===== src/rtl/host_write_decoder.sv =====
// rtl/host_write_decoder.sv - MCU byte-write decoder assembling 48/20/16-bit register words
//
// Ports:
//   Clock        system clock
//   Reset        synchronous, active-high
//   Host_Data    MCU data byte (asynchronous)
//   Host_WR_n    MCU write strobe, active-low; byte taken on its rising edge (asynchronous)
//   Host_AD      1 = address byte, 0 = data byte (asynchronous)
//   Data48B_out  48-bit register data bus
//   Data20B_out  20-bit register data bus
//   Data16B_out  16-bit register data bus
//   EN_Vector    one-hot load strobes, index = register address
//   Busy         high while a transfer is being collected or committed
//   Seq_Err      one-cycle pulse on a protocol error or timeout
module host_write_decoder #(
    parameter int SYNC_STAGES    = 2,
    parameter int TIMEOUT_CYCLES = 50000
) (
    input  logic        Clock,
    input  logic        Reset,
    input  logic [7:0]  Host_Data,
    input  logic        Host_WR_n,
    input  logic        Host_AD,
    output logic [47:0] Data48B_out,
    output logic [19:0] Data20B_out,
    output logic [15:0] Data16B_out,
    output logic [21:0] EN_Vector,
    output logic        Busy,
    output logic        Seq_Err
);

    typedef enum logic [1:0] {
        S_IDLE,
        S_COLLECT,
        S_COMMIT
    } state_t;

    localparam logic [15:0] LP_TMO_LAST = 16'(TIMEOUT_CYCLES - 1);

    // Number of data bytes carried by each register address; 0 marks an invalid address.
    function automatic logic [2:0] f_byte_count(input logic [7:0] addr);
        case (addr)
            8'd0, 8'd1, 8'd2, 8'd3, 8'd6, 8'd7,
            8'd8, 8'd9, 8'd10, 8'd12:               f_byte_count = 3'd6;
            8'd4:                                   f_byte_count = 3'd3;
            8'd5, 8'd11, 8'd13, 8'd14, 8'd15, 8'd16,
            8'd17, 8'd18, 8'd19, 8'd20, 8'd21:      f_byte_count = 3'd2;
            default:                                f_byte_count = 3'd0;
        endcase
    endfunction

    // ------------------------------------------------------------------
    // Input synchronisers
    // ------------------------------------------------------------------
    logic [SYNC_STAGES-1:0] r_wr_sync;
    logic [SYNC_STAGES-1:0] r_ad_sync;
    logic [7:0]             r_data_sync [SYNC_STAGES];
    logic                   r_wr_prev;

    // The strobe chain resets to its idle (high) level so that releasing
    // reset with WR_n high does not look like a rising edge.
    always_ff @(posedge Clock) begin
        if (Reset) begin
            r_wr_sync <= '1;
            r_ad_sync <= '0;
            r_wr_prev <= 1'b1;
            for (int i = 0; i < SYNC_STAGES; i++) begin
                r_data_sync[i] <= 8'd0;
            end
        end else begin
            r_wr_sync      <= {r_wr_sync[SYNC_STAGES-2:0], Host_WR_n};
            r_ad_sync      <= {r_ad_sync[SYNC_STAGES-2:0], Host_AD};
            r_wr_prev      <= r_wr_sync[SYNC_STAGES-1];
            r_data_sync[0] <= Host_Data;
            for (int i = 1; i < SYNC_STAGES; i++) begin
                r_data_sync[i] <= r_data_sync[i-1];
            end
        end
    end

    logic       w_strobe;
    logic       w_ad;
    logic [7:0] w_data;

    assign w_strobe = ~r_wr_prev & r_wr_sync[SYNC_STAGES-1];
    assign w_ad     = r_ad_sync[SYNC_STAGES-1];
    assign w_data   = r_data_sync[SYNC_STAGES-1];

    // ------------------------------------------------------------------
    // Transfer FSM
    // ------------------------------------------------------------------
    state_t      r_state;
    logic [7:0]  r_addr;
    logic [2:0]  r_count;
    logic [47:0] r_shift;
    logic [15:0] r_tmo;
    logic [47:0] r_data48;
    logic [19:0] r_data20;
    logic [15:0] r_data16;
    logic [21:0] r_en;
    logic        r_busy;
    logic        r_seq_err;

    // A strobe seen during COMMIT is parked here and replayed in IDLE.
    logic        r_pend;
    logic        r_pend_ad;
    logic [7:0]  r_pend_data;

    logic        w_ev;
    logic        w_ev_ad;
    logic [7:0]  w_ev_data;
    logic [2:0]  w_ev_count;
    logic [47:0] w_shift_next;

    assign w_ev         = w_strobe | r_pend;
    assign w_ev_ad      = r_pend ? r_pend_ad : w_ad;
    assign w_ev_data    = r_pend ? r_pend_data : w_data;
    assign w_ev_count   = f_byte_count(w_ev_data);
    assign w_shift_next = {r_shift[39:0], w_data};

    always_ff @(posedge Clock) begin
        if (Reset) begin
            r_state     <= S_IDLE;
            r_addr      <= 8'd0;
            r_count     <= 3'd0;
            r_shift     <= 48'd0;
            r_tmo       <= 16'd0;
            r_data48    <= 48'd0;
            r_data20    <= 20'd0;
            r_data16    <= 16'd0;
            r_en        <= 22'd0;
            r_busy      <= 1'b0;
            r_seq_err   <= 1'b0;
            r_pend      <= 1'b0;
            r_pend_ad   <= 1'b0;
            r_pend_data <= 8'd0;
        end else begin
            r_en      <= 22'd0;
            r_seq_err <= 1'b0;
            case (r_state)
                S_IDLE: begin
                    r_pend <= 1'b0;
                    r_busy <= 1'b0;
                    if (w_ev) begin
                        if (w_ev_ad && (w_ev_count != 3'd0)) begin
                            r_addr  <= w_ev_data;
                            r_count <= w_ev_count;
                            r_shift <= 48'd0;
                            r_tmo   <= 16'd0;
                            r_busy  <= 1'b1;
                            r_state <= S_COLLECT;
                        end else begin
                            r_seq_err <= 1'b1;
                        end
                    end
                end

                S_COLLECT: begin
                    if (w_strobe && w_ad) begin
                        // Restart: the partial word is dropped silently.
                        if (w_ev_count != 3'd0) begin
                            r_addr  <= w_data;
                            r_count <= w_ev_count;
                            r_shift <= 48'd0;
                            r_tmo   <= 16'd0;
                        end else begin
                            r_seq_err <= 1'b1;
                            r_busy    <= 1'b0;
                            r_state   <= S_IDLE;
                        end
                    end else if (w_strobe) begin
                        r_shift <= w_shift_next;
                        r_tmo   <= 16'd0;
                        if (r_count == 3'd1) begin
                            // Last byte: bus is written now, enable follows one cycle later.
                            case (f_byte_count(r_addr))
                                3'd6:    r_data48 <= w_shift_next;
                                3'd3:    r_data20 <= w_shift_next[19:0];
                                default: r_data16 <= w_shift_next[15:0];
                            endcase
                            r_state <= S_COMMIT;
                        end else begin
                            r_count <= r_count - 3'd1;
                        end
                    end else if (r_tmo == LP_TMO_LAST) begin
                        r_seq_err <= 1'b1;
                        r_busy    <= 1'b0;
                        r_state   <= S_IDLE;
                    end else begin
                        r_tmo <= r_tmo + 16'd1;
                    end
                end

                S_COMMIT: begin
                    r_en    <= 22'd1 << r_addr[4:0];
                    r_busy  <= 1'b1;
                    r_state <= S_IDLE;
                    if (w_strobe) begin
                        r_pend      <= 1'b1;
                        r_pend_ad   <= w_ad;
                        r_pend_data <= w_data;
                    end
                end

                default: begin
                    r_busy  <= 1'b0;
                    r_state <= S_IDLE;
                end
            endcase
        end
    end

    assign Data48B_out = r_data48;
    assign Data20B_out = r_data20;
    assign Data16B_out = r_data16;
    assign EN_Vector   = r_en;
    assign Busy        = r_busy;
    assign Seq_Err     = r_seq_err;

endmodule


===== config.mk =====
export PLATFORM = sky130hd
export DESIGN_NAME = host_write_decoder
export DESIGN_NICKNAME = d
export VERILOG_FILES = /design/src/rtl/host_write_decoder.sv
export SDC_FILE = /design/constraint.sdc
export NUM_CORES = 1
export LEC_CHECK = 0
export BUFFER_PORTS_ARGS = -buffer_cell sky130_fd_sc_hd__buf_2
export CELL_PAD_IN_SITES_DETAIL_PLACEMENT = 0
export CELL_PAD_IN_SITES_GLOBAL_PLACEMENT = 1
export CORE_ASPECT_RATIO = 1.2
export CORE_UTILIZATION = 38
export CTS_CLUSTER_DIAMETER = 100
export CTS_CLUSTER_SIZE = 28
export DETAILED_ROUTE_END_ITERATION = 12
export MAX_ROUTING_LAYER = met4
export PLACE_DENSITY = 0.79
export SLEW_MARGIN = 20
export SYNTH_ARGS = -nofsm -noshare
export SYNTH_HDL_FRONTEND = slang
export SYNTH_SLANG_ARGS = --single-unit

===== constraint.sdc =====
create_clock -name Clock -period 2.19 [get_ports Clock]
set_clock_uncertainty 0.15 [all_clocks]
set_input_delay 0.438 -clock Clock [delete_from_list [all_inputs] [get_ports Clock]]
set_output_delay 0.438 -clock Clock [all_outputs]
set_load 0.005 [all_outputs]

### After elaboration in Yosys (flattened, before gate mapping)

Memories as Yosys holds them, arrays and structs flattened. A register that Yosys moved wholly into a read port is not among the register bits.
Cells that the tools add are included.

* flip-flop bits (word level): 192
* bits in writable memories: 16
* memory bits (read-only): 192
* input port bits: 12
* output and inout port bits: 108
* word-level logic and storage cells: 137
* memories kept: 3

Memory list
* (name not given): words 32, width 3, rd ports 1, clocked after memory_dff 1, wr ports 0, RTL line 42 `case (addr)`
* (name not given): words 32, width 3, rd ports 1, clocked after memory_dff 0, wr ports 0, RTL line 42
* r_data_sync: words 2, width 8, rd ports 2, clocked after memory_dff 0, wr ports 2, RTL line 57 `logic [7:0] r_data_sync [SYNC_STAGES];`

* add/subtract/negate cells: 2
* equality and inequality tests: 20
* shifts and indexed selects: 1
* muxes and demuxes: 65
* bitwise operators: 8
* reduce and logical (&&, ||, !) cells: 21

Operator list (number)
* 2-to-1 mux 40 bit: 5
* 2-to-1 mux 16 bit: 6
* one-hot mux 40 bit (2 select lines): 1
* 2-to-1 mux 8 bit: 7
* 2-to-1 mux 3 bit: 13
* AND reduction 5 bit: 7
* one-hot mux 16 bit (2 select lines): 1
* << shifter 1 x 5 -> 22 bit (first input constant): 1
* != test 3 bit (second input constant): 6
* 2-to-1 mux 1 bit: 17
* adder 16 x 1 -> 16 bit (second input constant): 1
* equality test 16 bit (second input constant): 1
* one-hot mux 8 bit (2 select lines): 1
* 2-to-1 mux 2 bit: 7
* != test 4 bit (second input constant): 3
* 2-to-1 mux 5 bit: 2
* != test 2 bit (second input constant): 5
* logical NOT 3 bit: 2
* one-hot mux 3 bit (2 select lines): 1
* AND reduction 6 bit: 1
* inverter 1 bit: 4
* one-hot mux 1 bit (2 select lines): 2
* one-hot mux 2 bit (2 select lines): 1
* AND reduction 2 bit: 2
* other kinds (15): 20

### Depth between registers and ports, before layout

* depth in word-level cells: 11
* depth in mapped cells: 10
* gate-level depth less buffers: 8

### Worst setup path after synthesis

Ideal clock, no wire load.

* path kind: register to register
* from: reg r_count[1]
* to: reg r_data48[27], in the netlist Data48B_out[27]
* library setup time: 0.070 ns
* data arrival time: 1.904 ns
* data required time: 1.970 ns
* setup slack: 0.066 ns
* cell stages (with the launch flop): 11
* path buffers: 2
* period minus slack after synthesis: 2.124 ns
* cells stage by stage: dfxtp_1 inv_1 ha_1 nand2b_1 nor4_2 nand2_1 nor3b_1 buf_2 buf_2 nand2_1 a21oi_1

* cells in the longest elaborated chain, start to end: 2

RTL lines
* from (decl): RTL line 94 `logic [2:0] r_count;`
* from (signal assigned): RTL line 147 `r_count <= w_ev_count;`
* from (signal assigned): RTL line 163 `r_count <= w_ev_count;`
* from (signal assigned): RTL line 183 `r_count <= r_count - 3'd1;`
* equality test 3 x 1 -> 1 bit: RTL line 174 `if (r_count == 3'd1) begin`
* AND reduction 5 bit (no source line)
* to (signal assigned): RTL line 177 `3'd6: r_data48 <= w_shift_next;`
* to (decl): RTL line 97 `logic [47:0] r_data48;`

Every way passes these cells.
A chain may end at the register's enable or synchronous reset.

### Worst setup path after layout

* from: reg r_pend
* to: reg r_shift[23]

* cells in the longest elaborated chain, start to end: 7
* elaborated cells on any way between the ends: 12
* classes of those cells: 3 x eq/ne; 3 x mux; 1 x bitwise; 4 x reduce/logical; 1 x memory

RTL lines
* from (decl): RTL line 105 `logic r_pend;`
* from (signal assigned): RTL line 134 `r_pend <= 1'b0;`
* from (signal assigned): RTL line 142 `r_pend <= 1'b0;`
* from (signal assigned): RTL line 199 `r_pend <= 1'b1;`
* 2-to-1 mux 8 bit: RTL line 117 `assign w_ev_data = r_pend ? r_pend_data : w_data;`
* memory read (32 x 3 bit) or logical NOT 3 bit (tied branches)
* 2-to-1 mux 3 bit: RTL line 42
* nonzero test 3 bit: RTL line 145, 161
* logical AND 1 bit: RTL line 145 `if (w_ev_ad && (w_ev_count != 3'd0)) begin`
* != test 2 bit (no source line)
* AND reduction 5 bit (no source line) (*)
* to (signal assigned): RTL line 172 `r_shift <= w_shift_next;`
* to (decl): RTL line 95 `logic [47:0] r_shift;`

Every way passes the cells marked *; elsewhere a longest branch is shown, timed or not.

==> flow_metrics.tcl <==
set metrics [dict create \
    synthDistinctLibCells 65 \
    layout.nets 1121 \
    syn_inst 941 \
    placed_area_um2 9390 \
    multiInputGateArea_um2 3820 \
    final.setup.worst_slack_ps -97.5 \
    floorplan.initialDensity_pct 38.9 \
    cts_tree "yes" \
    netSwitchingFraction_pct 21.8 \
    port_buffers 119 \
    synth_area_per_cell_um2 8.71 \
    holdWs_ps 32.5 \
    path_clk_slew_ps 100 \
    yosys.area.top_type "dfxtp_1" \
    maxSlewViolCount 0 \
    path_cells "buf_4 -> nor4b_4 -> buf_4 -> nor2_2 -> buf_6 -> o311ai_4 -> buf_4 -> o211ai_4 -> clkbuf_16 -> nand2_1 -> a21oi_1" \
    fillCellCount 2094 \
    design_area_um2 10400 \
    violations "setup timing" \
    drc 0 \
    place.gp.congestion 0.843 \
    cts_sinks 211 \
    synthArstFlopShare_pct 0 \
    wl_per_cell_um 15.9 \
    power_frac_clock_pct 34.4 \
    ios 120 \
    cp_top_family "buffers and inverters" \
    syn_area_um2 8190 \
    placed_cells 1327 \
    vias_per_cell 5.08 \
    die_area_um2 22200 \
    syn2layout_area_growth_pct 26.5 \
    leakagePower_uw 0.00404 \
    ant_nets 0 \
    min_period_ps 2290 \
    grt_pass1_vias 6381 \
    crit_fanout 20 \
    clkLatencyLatePin_ps 460 \
    grt_overflow 0 \
    synth_top_area_share_pct 51.5 \
    whs_path_depth 2 \
    tightest_slew_ps 855 \
    clockRootBuffer "clkbuf_16" \
    cap_violations 0 \
    track_usage_pct 18.9 \
    hpwlAfterDp_um 13700 \
    power_uw 6210 \
    reg2regPathDepth 11 \
    die_height_um 163 \
    synth_area_leaders "dfxtp_1 (52%), nand2_1 (8.3%), a21oi_1 (7.1%), mux2i_1 (4.8%), nor2_1 (4.1%)" \
    grt_pass1_wl_um 32900 \
    critPathBufInv 5 \
    antenna_found_initial 0 \
    core-area_um2 21000 \
    cp-end-kind "flop" \
    outcome "finished, violations left" \
    clockBufferDepth 3 \
    finalCritPeriodShare_pct 104 \
    ys_seq_elements 211 \
    switchingPower_uw 1350 \
    ys_warn_count 0 \
    worstPathArrival_ps 2450 \
    ir_drop_v 0.000443 \
    critical_path_required_ps 2360 \
    setup_viol 56 \
    synth_edf_count 0 \
    hold_viol_final 0 \
    synth.most_common_cell "dfxtp_1" \
    max_slew_margin_pct 43.0 \
    grt_max_degree 83 \
    finalWirelength_um 21900 \
    crit_top_cell "buf_4" \
    seq_power_share_pct 62.2 \
    p_int_uw 4860 \
    finalSetupTns_ps -3420 \
    dieWidth_um 136 \
    seq_area_um2 4230 \
    cp_slowest_cell "dfxtp_2" \
    vias 6993 \
    fmax_mhz 437 \
    worst-setup-path-type "reg2reg" \
    final_layout_size_suffix_gt1_share_pct 26.0 \
    dr.pass1.iters 5 \
    rows 58 \
    max_stage_delay_ps 370 \
    crit_cells 11 \
    drtIter0Drc 419 \
    synth_ff_type "dfxtp_1" \
    cp-start-kind "flop" \
    combPwrFrac_pct 3.4 \
    hp-class "in2reg" \
    htree_num_levels 1 \
    cts_buffers 11 \
    antenna_cells 0 \
    power.density_nw_per_um2 600 \
    yosysSeqAreaShare_pct 51.5 \
    synth_nets 956 \
    instances_no_fill 1376 \
    rsz0062_at_grt "yes" \
    synth_commonest_cells "dfxtp_1 (211), nand2_1 (182), a21oi_1 (117)" \
]
## worst reg2reg max path, stage by stage, from the launching register on
cell and delay [ps]:
dfxtp_2 370, buf_4 130, nor4b_4 190, buf_4 190
nor2_2 60, buf_6 130, o311ai_4 250, buf_4 180
o211ai_4 140, clkbuf_16 230, nand2_1 80, a21oi_1 50
## per-layer routing
metal	up-vias	track usage, %	share of wire, %
met2	122	32.9	52
met4	0	4.44	1.5
met5	-	-	0
met1	3334	23.4	44
li1	3512	-	-
met3	25	1.90	2.9
## placed cells by master, fill, tap and decap left out, types with 3 or more instances in the layout
master     synthesis  final
or3_1              7      7
nor3_1            17     16
nand2b_4           0      3
a21oi_1          117    113
o21ai_1            1      3
a21oi_2            1      3
nor4b_1            3      3
buf_8              0      3
a21o_1             3      3
a31oi_1            4      4
nand4_1           10     10
clkbuf_16          0     16
nand2b_1           9      7
nor2_2             0      4
mux2i_1           39     38
nand2_1          182    181
nor2_1            90     86
buf_2             19    118
nor2b_1           20     19
inv_1              7      6
buf_4              2     71
nand3_1           59     59
xor2_1             9      9
dfxtp_2            0      4
buf_6              8     11
and3_1             6      6
o21ai_0           20     15
or2_2              4      4
a311oi_1           4      4
buf_12             0     10
dfxtp_1          211    207
## final timing paths
path / slack [ps] / end / start
min reg2reg: 270 / r_wr_sync[1] / r_wr_sync[0]
max reg2reg: -100 / r_shift[23] / r_pend
max: -100 / r_shift[23] / r_pend
min: 30 / r_data_sync[0][6] / Host_Data[6]
## what timing repair did
action                     CTS  global route
pin swaps                   13            17
hold buffers                 1             0
hold endpoints to repair     1             0
setup buffers               11            16
gates cloned                 3             6
setup endpoints to repair    8           140
gates resized for setup     21            42
## cell families (layout without fill, tap and decap cells)
kind of cell	count (synthesis)	count (layout)	share of synthesized area, %
buffers and inverters	75	240	4.55
flip-flops	211	211	51.5
XOR/XNOR	10	10	1.07
AND/OR/NAND/NOR	432	432	24.8
adder cells (fa/ha/maj)	3	3	0.458
multiplexers	40	40	4.90
AO/OA/AOI/OAI	170	170	12.6
## final cells by class
cell class	count	share of cell area (%)
flip-flops and latches	211	40.8
multi-input cells	655	36.9
repair buffers	220	16.0
well taps	270	3.26
clock buffers	11	2.66
inverters	7	0.254
clock inverters	2	0.169
## registers in the layout, summed over array words and instances (netlist names), 2 cells and up, named ones only
register     flops
r_pend_data      8
r_addr           8
Data16B_out     16
r_ad_sync        2
r_count          3
Data48B_out     48
r_shift         40
r_wr_sync        2
EN_Vector       22
Data20B_out     20
r_tmo           16
r_data_sync     16
r_state          2
## per-stage QoR
stage               utilization (%)  setup WS (ps)
floorplan                         -           65.5
CTS                            47.2          -23.3
global placement               44.6           -138
finish                         49.2          -97.5
detailed placement             44.6           -193
global route                   49.2           -208
## power groups by stage
stage	sequential (uW)	combinational, uW	clock [uW]
after floorplan	3950	121	0
after global placement	3950	188	0
after detailed placement	3950	189	0
after CTS	3870	205	2230
after global routing	3870	229	2350
final	3870	212	2140
Note: power is estimated with default switching activity, not from simulation.
